[src/rtl/level_column_loader.sv]
// level_column_loader: fetches the next level column from ROM and shifts it into the block array during vblank
// Ports: Clk, Reset (sync, active-high); scroll_req, vblank (in); rom_addr, rom_data (ROM read port);
//        new_block_id, Shift (column + 1-cycle append strobe); next_col, busy, level_end (status).
module level_column_loader #(
    parameter int LEVEL_COLS = 212,
    parameter int INIT_COL   = 10,
    parameter int ROM_LAT    = 1
) (
    input  logic        Clk,
    input  logic        Reset,
    input  logic        scroll_req,
    input  logic        vblank,
    output logic [9:0]  rom_addr,
    input  logic [29:0] rom_data,
    output logic [29:0] new_block_id,
    output logic        Shift,
    output logic [9:0]  next_col,
    output logic        busy,
    output logic        level_end
);
    typedef enum logic [2:0] {IDLE, FETCH, WAIT, HOLD, SHIFT} state_t;
    localparam logic [10:0] LAST     = 11'(LEVEL_COLS);
    localparam logic [9:0]  INIT     = 10'(INIT_COL);
    localparam logic [1:0]  LAT_M1   = 2'(ROM_LAT - 1);
    localparam logic        INIT_END = (INIT_COL >= LEVEL_COLS);
    state_t      state_q;
    logic [1:0]  cnt_q;
    logic        pending_q;
    logic        shift_q;
    logic        busy_q;
    logic        level_end_q;
    logic [9:0]  next_col_q;
    logic [9:0]  rom_addr_q;
    logic [29:0] block_q;
    logic [10:0] col_inc_d;
    logic [9:0]  next_col_d;
    logic        accept_d;
    // 11-bit increment so the end-of-level compare cannot wrap; the column saturates at LEVEL_COLS
    always_comb begin
        col_inc_d  = {1'b0, next_col_q} + 11'd1;
        next_col_d = (col_inc_d >= LAST) ? LAST[9:0] : col_inc_d[9:0];
        accept_d   = (scroll_req | pending_q) & ~level_end_q;
    end
    always_ff @(posedge Clk) begin
        if (Reset) begin
            state_q     <= IDLE;
            cnt_q       <= 2'd0;
            pending_q   <= 1'b0;
            shift_q     <= 1'b0;
            busy_q      <= 1'b0;
            level_end_q <= INIT_END;
            next_col_q  <= INIT;
            rom_addr_q  <= INIT;
            block_q     <= 30'd0;
        end else begin
            shift_q <= 1'b0;
            case (state_q)
                IDLE: begin
                    pending_q <= 1'b0;
                    if (accept_d) begin
                        state_q <= FETCH;
                        busy_q  <= 1'b1;
                    end
                end
                FETCH: begin
                    cnt_q   <= LAT_M1;
                    state_q <= WAIT;
                end
                WAIT: begin
                    if (cnt_q == 2'd0) begin
                        block_q <= rom_data;
                        state_q <= HOLD;
                    end else begin
                        cnt_q <= cnt_q - 2'd1;
                    end
                end
                HOLD: begin
                    if (vblank) begin
                        state_q <= SHIFT;
                        shift_q <= 1'b1;
                    end
                end
                SHIFT: begin
                    next_col_q  <= next_col_d;
                    rom_addr_q  <= next_col_d;
                    level_end_q <= level_end_q | (col_inc_d >= LAST);
                    busy_q      <= 1'b0;
                    state_q     <= IDLE;
                end
                default: state_q <= IDLE;
            endcase
            // one-deep request queue; a request while already pending is dropped
            if (state_q != IDLE && scroll_req) pending_q <= 1'b1;
        end
    end
    assign rom_addr     = rom_addr_q;
    assign new_block_id = block_q;
    assign Shift        = shift_q;
    assign next_col     = next_col_q;
    assign busy         = busy_q;
    assign level_end    = level_end_q;
endmodule

[config.mk]
export PLATFORM = sky130hd
export DESIGN_NAME = level_column_loader
export DESIGN_NICKNAME = d
export VERILOG_FILES = /design/src/rtl/level_column_loader.sv
export SDC_FILE = /design/constraint.sdc
export NUM_CORES = 1
export LEC_CHECK = 0
export BUFFER_PORTS_ARGS = -buffer_cell sky130_fd_sc_hd__clkbuf_2
export CAP_MARGIN = 20
export CORE_MARGIN = 5
export CORE_UTILIZATION = 47
export CTS_CLUSTER_DIAMETER = 30
export DETAILED_ROUTE_END_ITERATION = 10
export GPL_TIMING_DRIVEN = 0
export MAX_ROUTING_LAYER = met4
export PLACE_DENSITY_LB_ADDON = 0.2
export SYNTH_ARGS = -nofsm -noshare
export SYNTH_HDL_FRONTEND = slang
export SYNTH_SLANG_ARGS = --single-unit
[constraint.sdc]
create_clock -name Clk -period 2.8 [get_ports Clk]
set_input_delay 0.42 -clock Clk [delete_from_list [all_inputs] [get_ports Clk]]
set_output_delay 0.42 -clock Clk [all_outputs]
set_load 0.05 [all_outputs]
==> metrics, run 1 <==
H-Tree Depth 2; simple-gate area share of the yosys netlist 0.265; Inserted Diodes 0; Worst-path clk slew roughly 0.09 ns; WL/cell approximately 12 um; clock sink count 49; r2r setup slk 0.33 ns; Final period util 0.880; Netlist cell types 36; main combinational cell family by area after synthesis simple AND/OR/NAND/NOR gates; CTS tree yes; Initial Util 0.494; commonest non-fill, non-tap cells in the layout 85 x clkbuf_2, 69 x nand2_1, 49 x dfxtp_1; mux cell area share after synthesis 0.00496; syn avg cell area just under 8 sq um; die width roughly 76 um; All-Layer GR Usage 0.178; Slew Viols, Final 0; # hold bufs at CTS 0; chip height roughly 76 um; Antenna Nets Post-Route 0; clock power share 0.282; Clock Skew about 0.003 ns; reg-to-reg startpoint rom_addr[0]; count of input and output buffers 85; vias post-DR 1984; arrival time worst endpoint 2.66 ns; commonest non-fill, non-tap cell in the layout clkbuf_2; placed cells between 300 and 400; Net Count, Synth 291; Via density 4.98; Layout area overhead 28.6%; gpl congestion approximately 0.85; fin crit period roughly 2.5 ns; CTS root buf clkbuf_8; P_leak around 0.0011 uW; RSZ-0062 raised after global routing no; first-pass GRT wire length around 7500 um; largest net degree at the start of global routing 17; cts bufs inserted 5; row count 23; FMAX slightly above 0.4 GHz; Comb power frac 0.207; relative slew slack 0.408; power per cell area approximately 570 mW/mm^2; max-cap viol count 0; vias in the first global route between 1.5k and 2k; Setup crit start kind flop; worst slew pin tran 0.882 ns; launch point of the worst path rom_addr[0]; Final Hold Vio Count 0; gr ovfl total 0; total power around 1500 uW; Synth warnings 0; critical path peak fanout 7; Int Pwr ~990 uW; switching power approximately 500 uW; capture point of the worst path rom_addr[3]; synth top area cells dfxtp_1 49%, nand2_1 13%, a21oi_1 9.7%, buf_4 3.7%, nor2_1 2.8%; status finished clean; #FFs+latches synth between 40 and 50; R2R Path End rom_addr[3]; Cell Area, Synth between 0.002 and 0.0025 sq mm; reg2reg path depth 7; Synth Area in Adders 0.0124; Finished Layout Cells 398; Worst-Skew Late Latency about 0.30 ns; top cell type's share of synthesized area 0.486; post-CTS setup buffers 0; layout cells sized above 1 0.310; Routed WL just under 5000 um; nets roughly 380; Final HPWL DP around 3700 um; Critical Path RT about 3 ns; setup tns final 0 ns; Seq/Total Area, Yosys 0.486; final setup fails 0; full die area 0.00570 sq mm; CP endpoint kind flop; IO Count just under 90; core area between 0.004 and 0.005 sq mm; Synth Area in Compound Gates 0.146; Peak VDD IR roughly 430 uV; total iterations of the first detailed-routing run 4; Hold WC Path Type in2reg; Post-Syn Instances roughly 260; dominant cell type by area after synthesis dfxtp_1; initial antenna violation count 0; Reg power frac 0.511; xor/xnor share of the synthesized area 0.0130; post-cts sizing count 0; switching share of total power 0.331; 1st-iter DRT viols roughly 110; clk buf depth 2; Crit Path Category reg2reg; DRC viols 0
==> worst min-delay path by stage <==
stage / start / end / slack [ns] / depth (start not counted)
3_5_place_dp: new_block_id[0] / new_block_id[0] / 0.45 / 2
4_1_cts: rom_data[13] / new_block_id[13] / 0.31 / 3
6_report: rom_data[13] / new_block_id[13] / 0.33 / 3
5_1_grt: rom_data[10] / new_block_id[10] / 0.32 / 3
3_3_place_gp: new_block_id[15] / new_block_id[15] / 0.44 / 2
2_1_floorplan: pending_q / pending_q / 0.47 / 2
==> worst max-delay path: stages, from the launching register on <==
cell and delay [ns]:
dfxtp_1 0.45, ha_1 0.25, and2_4 0.18, nand4_1 0.11, xor2_1 0.20, a311oi_1 0.75
a211oi_1 0.11, a211o_1 0.31
==> power by group through the flow <==
| stage | Clock, uW | Combinational [uW] | Sequential, uW |
|---|---|---|---|
| 3_5_place_dp | 0 | 309 | 774 |
| 6_report | 418 | 307 | 757 |
| 5_1_grt | 460 | 335 | 762 |
| 2_1_floorplan | 0 | 104 | 892 |
| 3_3_place_gp | 0 | 306 | 773 |
| 4_1_cts | 433 | 310 | 758 |
==> cell families after synthesis <==
family	count (synthesis)
buffers and inverters	29
xor gates and xnor gates	3
DFF	49
muxes	1
AOI/OAI and AO/OA	53
adders and majority gates	2
and+or+nand+nor	118
==> per-stage QoR <==
| stage | hold slack [ns] | area (sq um) | setup WS (ns) | utilization |
|---|---|---|---|---|
| 3_5_place_dp | 0.446 | 2510 | 0.365 | 0.613 |
| 3_3_place_gp | 0.442 | 2510 | 0.401 | 0.613 |
| 5_1_grt | 0.318 | 2600 | 0.188 | 0.635 |
| 2_1_floorplan | 0.474 | 2020 | 0.295 | - |
| 4_1_cts | 0.314 | 2600 | 0.337 | 0.635 |
| 6_report | 0.327 | 2600 | 0.335 | 0.635 |
==> area by class of cell <==
cell class / instances / area (sq um)
fill: 402 / 1490
inverter: 5 / 18.8
multi-input combinational: 177 / 890
clock buffer: 5 / 68.8
tap: 50 / 62.6
timing repair buffer: 85 / 425
clock inverter: 3 / 21.3
buffer: 24 / 129
sequential: 49 / 981
==> per-layer routing <==
metal | GRT usage | share of wire | up-vias
li1 | - | - | 1034
met3 | 0.0554 | 0.081 | 7
met4 | 0.0524 | 0.012 | 0
met1 | 0.224 | 0.44 | 884
met2 | 0.273 | 0.47 | 59
met5 | - | 0 | -
==> cell usage after synthesis <==
library cell and instances:
nand4_1 3, or3b_2 1, or3_1 2, xor2_1 1, and3_1 1, nand2b_1 2, a311oi_1 2, nand3_1 1
nor3b_1 1, buf_4 10, xnor2_1 2, a211o_1 1, a21oi_1 39, nor4_1 5, ha_1 2, dfxtp_1 49
o311ai_0 1, mux2i_1 1, o21a_1 1, nor2_1 15, nor3_1 8, o21ai_0 5, nor2b_1 1, a21o_1 1
a221oi_1 1, and2_1 3, nand4b_1 1, inv_1 5, nand2b_2 1, a211oi_1 2, nand2_1 69, clkbuf_1 13
nand3_2 1, buf_2 1, or4_1 2, and2_4 1
==> registers in the layout (all words and copies together) (netlist names) <==
| name | count |
|---|---|
| new_block_id | 30 |
| rom_addr | 10 |
| state_q | 3 |
| cnt_q | 2 |
| Shift | 1 |
| busy | 1 |
| level_end | 1 |
| pending_q | 1 |
(Power assumes the default switching activity.)
==> inputs of run 2 (changes only) <==
--- a/config.mk
+++ b/config.mk
@@ -5,10 +5,11 @@
 export SDC_FILE = /design/constraint.sdc
 export NUM_CORES = 1
 export LEC_CHECK = 0
+export ABC_AREA = 1
 export BUFFER_PORTS_ARGS = -buffer_cell sky130_fd_sc_hd__clkbuf_2
 export CAP_MARGIN = 20
 export CORE_MARGIN = 5
-export CORE_UTILIZATION = 47
+export CORE_UTILIZATION = 48
 export CTS_CLUSTER_DIAMETER = 30
 export DETAILED_ROUTE_END_ITERATION = 10
 export GPL_TIMING_DRIVEN = 0
==> metrics, run 2 <==
Synth Area in Adders 0.0116 (-0.000812); Final period util 0.605 (-0.276); # hold bufs at CTS 0 (unchanged); FMAX 0.590 GHz (+46%); ys async rst share 0 (unchanged); CTS root buf clkbuf_8; Synth Flop Type dfxtp_1; count of input and output buffers 85 (unchanged); post-cts sizing count 0 (unchanged); Clock Skew 0.00294 ns (-0.0000759 ns); post-CTS setup buffers 0 (unchanged); gpl congestion 0.831 (-1.9%); most numerous cell in the Yosys netlist nand2_1; Worst-path clk slew 0.08 ns (about the same); 1st-iter DRT viols 107 (-3.6%); arrival time worst endpoint 1.88 ns (-0.78 ns); Synth warnings 0 (unchanged); top post-synthesis cells by count 71 x nand2_1, 49 x dfxtp_1, 41 x nand3_1; most used cell, CP nor2_1; Critical Path RT 2.99 ns (about the same); relative slew slack 0.665 (+0.257); P_leak 0.00125 uW (+13%); H-Tree Depth 2 (unchanged); top cell type's share of synthesized area 0.454 (-0.0318); Hold WC Path Type in2reg; placed cells 436 (+12%); r2r setup slk 1.11 ns (+0.77 ns); Netlist cell types 27 (-25%); power per cell area 903 mW/mm^2 (+58%); clk buf depth 2 (unchanged); hold path depth 3 (unchanged); Final Hold Vio Count 0 (unchanged); post-route setup slack 1.11 ns (+0.772 ns); Antenna Nets Post-Route 0 (unchanged); nets 427 (+11%); Final Cell Area 0.00273 sq mm (+5.3%); synth top area cells dfxtp_1 45%, nand2_1 12%, nand3_1 9.5%, a21oi_1 9.3%, inv_1 4.2%; Synth Area in Compound Gates 0.134 (-0.0119); fin crit period 1.69 ns (-0.772 ns); DP Area 0.00265 sq mm (+5.7%); reg2reg path depth 10 (+3); IO Count 87 (unchanged); syn avg cell area 7.22 sq um (-8.7%); first-pass GRT wire length 8580 um (+15%); core area 0.00435 sq mm (+6.6%); chip height 77.1 um (+2.0%); worst hold start rom_data[3]; Crit Path Category reg2reg; All-Layer GR Usage 0.177 (-0.000942); CP endpoint kind flop; xor/xnor share of the synthesized area 0 (-0.0130); DRC viols 0 (unchanged); commonest non-fill, non-tap cells in the layout 85 x clkbuf_2, 71 x nand2_1, 49 x dfxtp_1; slowest CP cell dfxtp_1; Post-Syn Instances 299 (+17%); max-cap viol count 0 (unchanged); layout cells sized above 1 0.296 (-0.0144); commonest non-fill, non-tap cell in the layout clkbuf_2; Layout area overhead 26.6%; max FFs per register 30 (unchanged); largest net degree at the start of global routing 15 (-2); setup tns final 0 ns (unchanged); #FFs+latches synth 49 (unchanged); mux cell area share after synthesis 0 (-0.00496); reg-to-reg startpoint rom_addr[0]; vias in the first global route 1941 (+15%); Post-synth EDFFs 0 (unchanged); final setup fails 0 (unchanged); Finished Layout Cells 444 (+12%); vias post-DR 2167 (+9.2%); Net Count, Synth 335 (+15%); Worst-Skew Late Latency 0.29 ns (about the same); cell breakdown of the critical path ha_1 -> nand2_2 -> nor2_2 -> nand3_1 -> nor2_1 -> nor2_1 -> nor2_4 -> nand2_4 -> o21ai_1 -> inv_1; full die area 0.00594 sq mm (+4.1%); initial antenna violation count 0 (unchanged); slowest stage delay, CP 0.47 ns (-0.28 ns); FILL cells 429 (+6.7%); die width 77.1 um (+2.0%); WL/cell 11.6 um (-6.1%); critical path peak fanout 7 (unchanged); clock sink count 49 (unchanged); Final HPWL DP 3880 um (+4.7%); RSZ-0062 raised after global routing no; worst slew pin tran 0.502 ns (-0.380 ns); hold_ws 0.368 ns (+0.0419 ns); total iterations of the first detailed-routing run 4 (unchanged); R2R Path End rom_addr[2]; Routed WL 5140 um (+4.7%); main combinational cell family by area after synthesis simple AND/OR/NAND/NOR gates; Inserted Diodes 0 (unchanged); Via density 4.88 (-2.1%); Seq/Total Area, Yosys 0.454 (-0.0318); Slew Viols, Final 0 (unchanged); Cell Area, Synth 0.00216 sq mm (+7.0%); dominant cell type by area after synthesis dfxtp_1; Peak VDD IR 520 uV (+22%); simple-gate area share of the yosys netlist 0.291 (+0.0261); cts bufs inserted 5 (unchanged); pre-CTS setup slack 1.12 ns (+0.756 ns); gr ovfl total 0 (unchanged); Setup crit start kind flop; status finished clean; Worst Hold End new_block_id[3]; CTS tree yes; row count 24 (+4.3%); Initial Util 0.496 (+0.00210)
run 2: cell types whose count changed in the layout (fill, tap and decap cells not counted), sizes merged, moves of 3 or more:
cell | before | now
nand3 | 2 | 42
inv | 6 | 25
nor3 | 8 | 1
nor2 | 15 | 21
o21ai | 5 | 11
buf | 11 | 16
nand2 | 69 | 74
and2 | 4 | 0
nand2b | 3 | 0
nor4 | 5 | 2
run 2: worst max path at each step:
stage	startpoint	to	slack (ns)	cells after the start
global route	rom_addr[0]	rom_addr[4]	0.89	10
floorplan	rom_addr[1]	rom_addr[4]	0.88	10
detailed placement	rom_addr[0]	rom_addr[2]	1.12	10
CTS	rom_addr[0]	rom_addr[2]	1.11	10
finish	rom_addr[0]	rom_addr[2]	1.11	10
global placement	rom_addr[0]	rom_addr[4]	1.14	10
run 2: routing by layer:
| layer | global-route usage | wire length [um] |
|---|---|---|
| met5 | - | 0 |
| met4 | 0.0412 | 47 |
| met3 | 0.0504 | 346 |
| met2 | 0.286 | 2370 |
| met1 | 0.218 | 2370 |
run 2: per-stage QoR:
step | utilization | power (uW)
after global routing | 0.628 | 2650
after floorplan | - | 1820
after global placement | 0.609 | 2080
after CTS | 0.628 | 2500
final | 0.628 | 2470
after detailed placement | 0.609 | 2100
run 2: area by class of cell:
class / count / area [sq um] / area share
inverters: 26 / 97.6 / 0.0357
plain buffers: 25 / 139 / 0.0508
repair buffers: 85 / 425 / 0.156
multi-input cells: 199 / 942 / 0.345
well taps: 52 / 65.1 / 0.0238
clock buffers: 7 / 76.3 / 0.0279
clock inverters: 1 / 7.51 / 0.00275
flip-flops and latches: 49 / 981 / 0.359
run 2: cells by family after synthesis:
family          Yosys count
simple gates            142
compound gates           55
buf+inv                  51
flops                    49
fa+ha+maj                 2
run 2: critical path: cells and delay by family, from the launching register on:
kind | cells | cell delay, ns
fa+ha+maj | 1 | 0.23
buf+inv | 1 | 0.05
simple gates | 7 | 0.72
compound gates | 1 | 0.13
flops | 1 | 0.47
run 2: power breakdown:
part / switching (uW) / total, uW / internal (uW) / leakage [uW]
sequential: 79.6 / 920 / 840 / 0.000398
clock: 218 / 395 / 177 / 0.0000385
combinational: 867 / 1150 / 288 / 0.000818
==> inputs of run 3 (changes only) <==
--- a/config.mk
+++ b/config.mk
@@ -9,7 +9,7 @@
 export BUFFER_PORTS_ARGS = -buffer_cell sky130_fd_sc_hd__clkbuf_2
 export CAP_MARGIN = 20
 export CORE_MARGIN = 5
-export CORE_UTILIZATION = 48
+export CORE_UTILIZATION = 43
 export CTS_CLUSTER_DIAMETER = 30
 export DETAILED_ROUTE_END_ITERATION = 10
 export GPL_TIMING_DRIVEN = 0
==> constraint.sdc (replaced) <==
create_clock -name Clk -period 1.4 [get_ports Clk]
set_input_delay 0.21 -clock Clk [delete_from_list [all_inputs] [get_ports Clk]]
set_output_delay 0.21 -clock Clk [all_outputs]
set_load 0.05 [all_outputs]
==> metrics, run 3 (synthesized netlist as in run 2, its figures left out) <==
status complete, but fails checks; failing checks setup timing; Final period util 1.11 (+0.500); hold path depth 3 (unchanged); count of input and output buffers 85 (unchanged); cell breakdown of the critical path ha_4 -> nand2_4 -> nor2_4 -> nand3_2 -> nor2_2 -> nor2_2 -> nor2_4 -> nand2_4 -> o21ai_2 -> inv_1; P_leak 0.00132 uW (+5.6%); All-Layer GR Usage 0.182 (+0.00508); CP endpoint kind flop; power per cell area 1760 mW/mm^2 (+95%); Final HPWL DP 4020 um (+3.5%); max-cap viol count 0 (unchanged); Multi-input gate area 998 sq um (+6.0%); # hold bufs at CTS 0 (unchanged); full die area 0.00654 sq mm (+10%); Final Cell Area 0.00291 sq mm (+6.4%); vias post-DR 2260 (+4.3%); relative slew slack 0.657 (-0.00812); CTS tree yes; WL/cell 12.0 um (+3.6%); RSZ-0062 raised after global routing yes; die width 80.9 um (+4.9%); placed cells 451 (+3.4%); slowest stage delay, CP 0.39 ns (-0.08 ns); Inserted Diodes 0 (unchanged); Clock Skew 0.00788 ns (+0.00494 ns); nets 432 (+1.2%); initial antenna violation count 0 (unchanged); clock sink count 49 (unchanged); commonest non-fill, non-tap cells in the layout 83 x clkbuf_2, 70 x nand2_1, 40 x a21oi_1; r2r setup slk -0.15 ns (-1.25 ns); Via density 4.87 (-0.20%); final setup fails 9 (+9); CTS root buf clkbuf_8; cts bufs inserted 5 (unchanged); IO Count 87 (unchanged); DP Area 0.00272 sq mm (+2.5%); worst slew pin tran 0.514 ns (+0.0122 ns); Critical Path RT 1.60 ns (-1.39 ns); post-route setup slack -0.147 ns (-1.25 ns); core area 0.00479 sq mm (+9.9%); Initial Util 0.451 (-0.0447); fin util 0.608 (-0.0200); R2R Path End rom_addr[2]; Worst Hold End new_block_id[3]; Crit Path Category reg2reg; max FFs per register 30 (unchanged); Layout area overhead 34.7%; Worst-Skew Late Latency 0.30 ns (about the same); slowest CP cell dfxtp_4; commonest non-fill, non-tap cell in the layout clkbuf_2; 1st-iter DRT viols 109 (+1.9%); Routed WL 5560 um (+8.3%); Antenna Nets Post-Route 0 (unchanged); H-Tree Depth 2 (unchanged); Final Hold Vio Count 0 (unchanged); gpl congestion 0.815 (-1.9%); row count 25 (+4.2%); worst hold start rom_data[3]; chip height 80.9 um (+4.9%); sequential cell area 0.00101 sq mm (+2.6%); critical path peak fanout 6 (-1); total iterations of the first detailed-routing run 4 (unchanged); gr ovfl total 0 (unchanged); vias in the first global route 2062 (+6.2%); Peak VDD IR 1140 uV (+120%); clk buf depth 2 (unchanged); Setup crit start kind flop; launch point of the worst path rom_addr[0]; Finished Layout Cells 464 (+4.5%); largest net degree at the start of global routing 17 (+2); arrival time worst endpoint 1.75 ns (-0.13 ns); first-pass GRT wire length 9190 um (+7.2%); layout cells sized above 1 0.378 (+0.0819); DRC viols 0 (unchanged); reg-to-reg startpoint rom_addr[0]; FMAX 0.646 GHz (+9.5%); reg2reg path depth 10 (unchanged); FILL cells 469 (+9.3%); Worst-path clk slew 0.09 ns (about the same); Slew Viols, Final 0 (unchanged); Hold WC Path Type in2reg; fin crit period 1.55 ns (-0.146 ns)
## run 3: layer usage
layer	GRT usage	vias to the layer above	share of wire
met3	0.0455	4	0.069
met5	-	-	0
met1	0.219	1014	0.43
met2	0.296	80	0.50
met4	0.0625	0	0.0072
li1	-	1162	-
## run 3: area by class of cell
class,instances,area share
plain buffers,24,0.0555
clock buffers,5,0.0237
clock inverters,3,0.00731
inverters,26,0.0340
multi-input cells,199,0.343
flip-flops and latches,49,0.346
well taps,67,0.0288
repair buffers,91,0.162
## run 3: how the worst max path moves through the flow
stage | to | slack, ns | cells after the start
after floorplan | rom_addr[2] | -0.09 | 10
after global placement | rom_addr[4] | -0.05 | 10
after global routing | rom_addr[2] | -0.27 | 10
after CTS | rom_addr[2] | -0.09 | 10
after detailed placement | rom_addr[2] | -0.1 | 10
final | rom_addr[2] | -0.15 | 10
## run 3: where the power goes
part	switching, uW	internal [uW]
clock	481	355
combinational	1750	699
sequential	167	1680
total	2400	2730
## run 3: critical path, delay by kind of cell (launching register included)
kind / cells / cell delay (ns)
flip-flops: 1 / 0.39
adder cells (fa/ha/maj): 1 / 0.15
buffers and inverters: 1 / 0.05
AND/OR/NAND/NOR: 7 / 0.71
AO/OA/AOI/OAI: 1 / 0.14
## run 3: stage by stage
stage	TNS (ns)	setup WS [ns]	power, uW	hold slack, ns
after floorplan	-0.386	-0.0858	3640	0.350
after global placement	-1.21	-0.0540	4180	0.448
after detailed placement	-2.40	-0.0996	4220	0.452
after CTS	-0.359	-0.0940	5090	0.140
after global routing	-1.92	-0.269	5530	0.135
final	-0.841	-0.147	5130	0.146
## run 3: repair_timing
item | 4_1_cts | 5_1_grt
gates resized for setup | 5 | 27
setup endpoints to repair | 41 | 45
buffers inserted | 4 | 2
pin swaps | 0 | 3
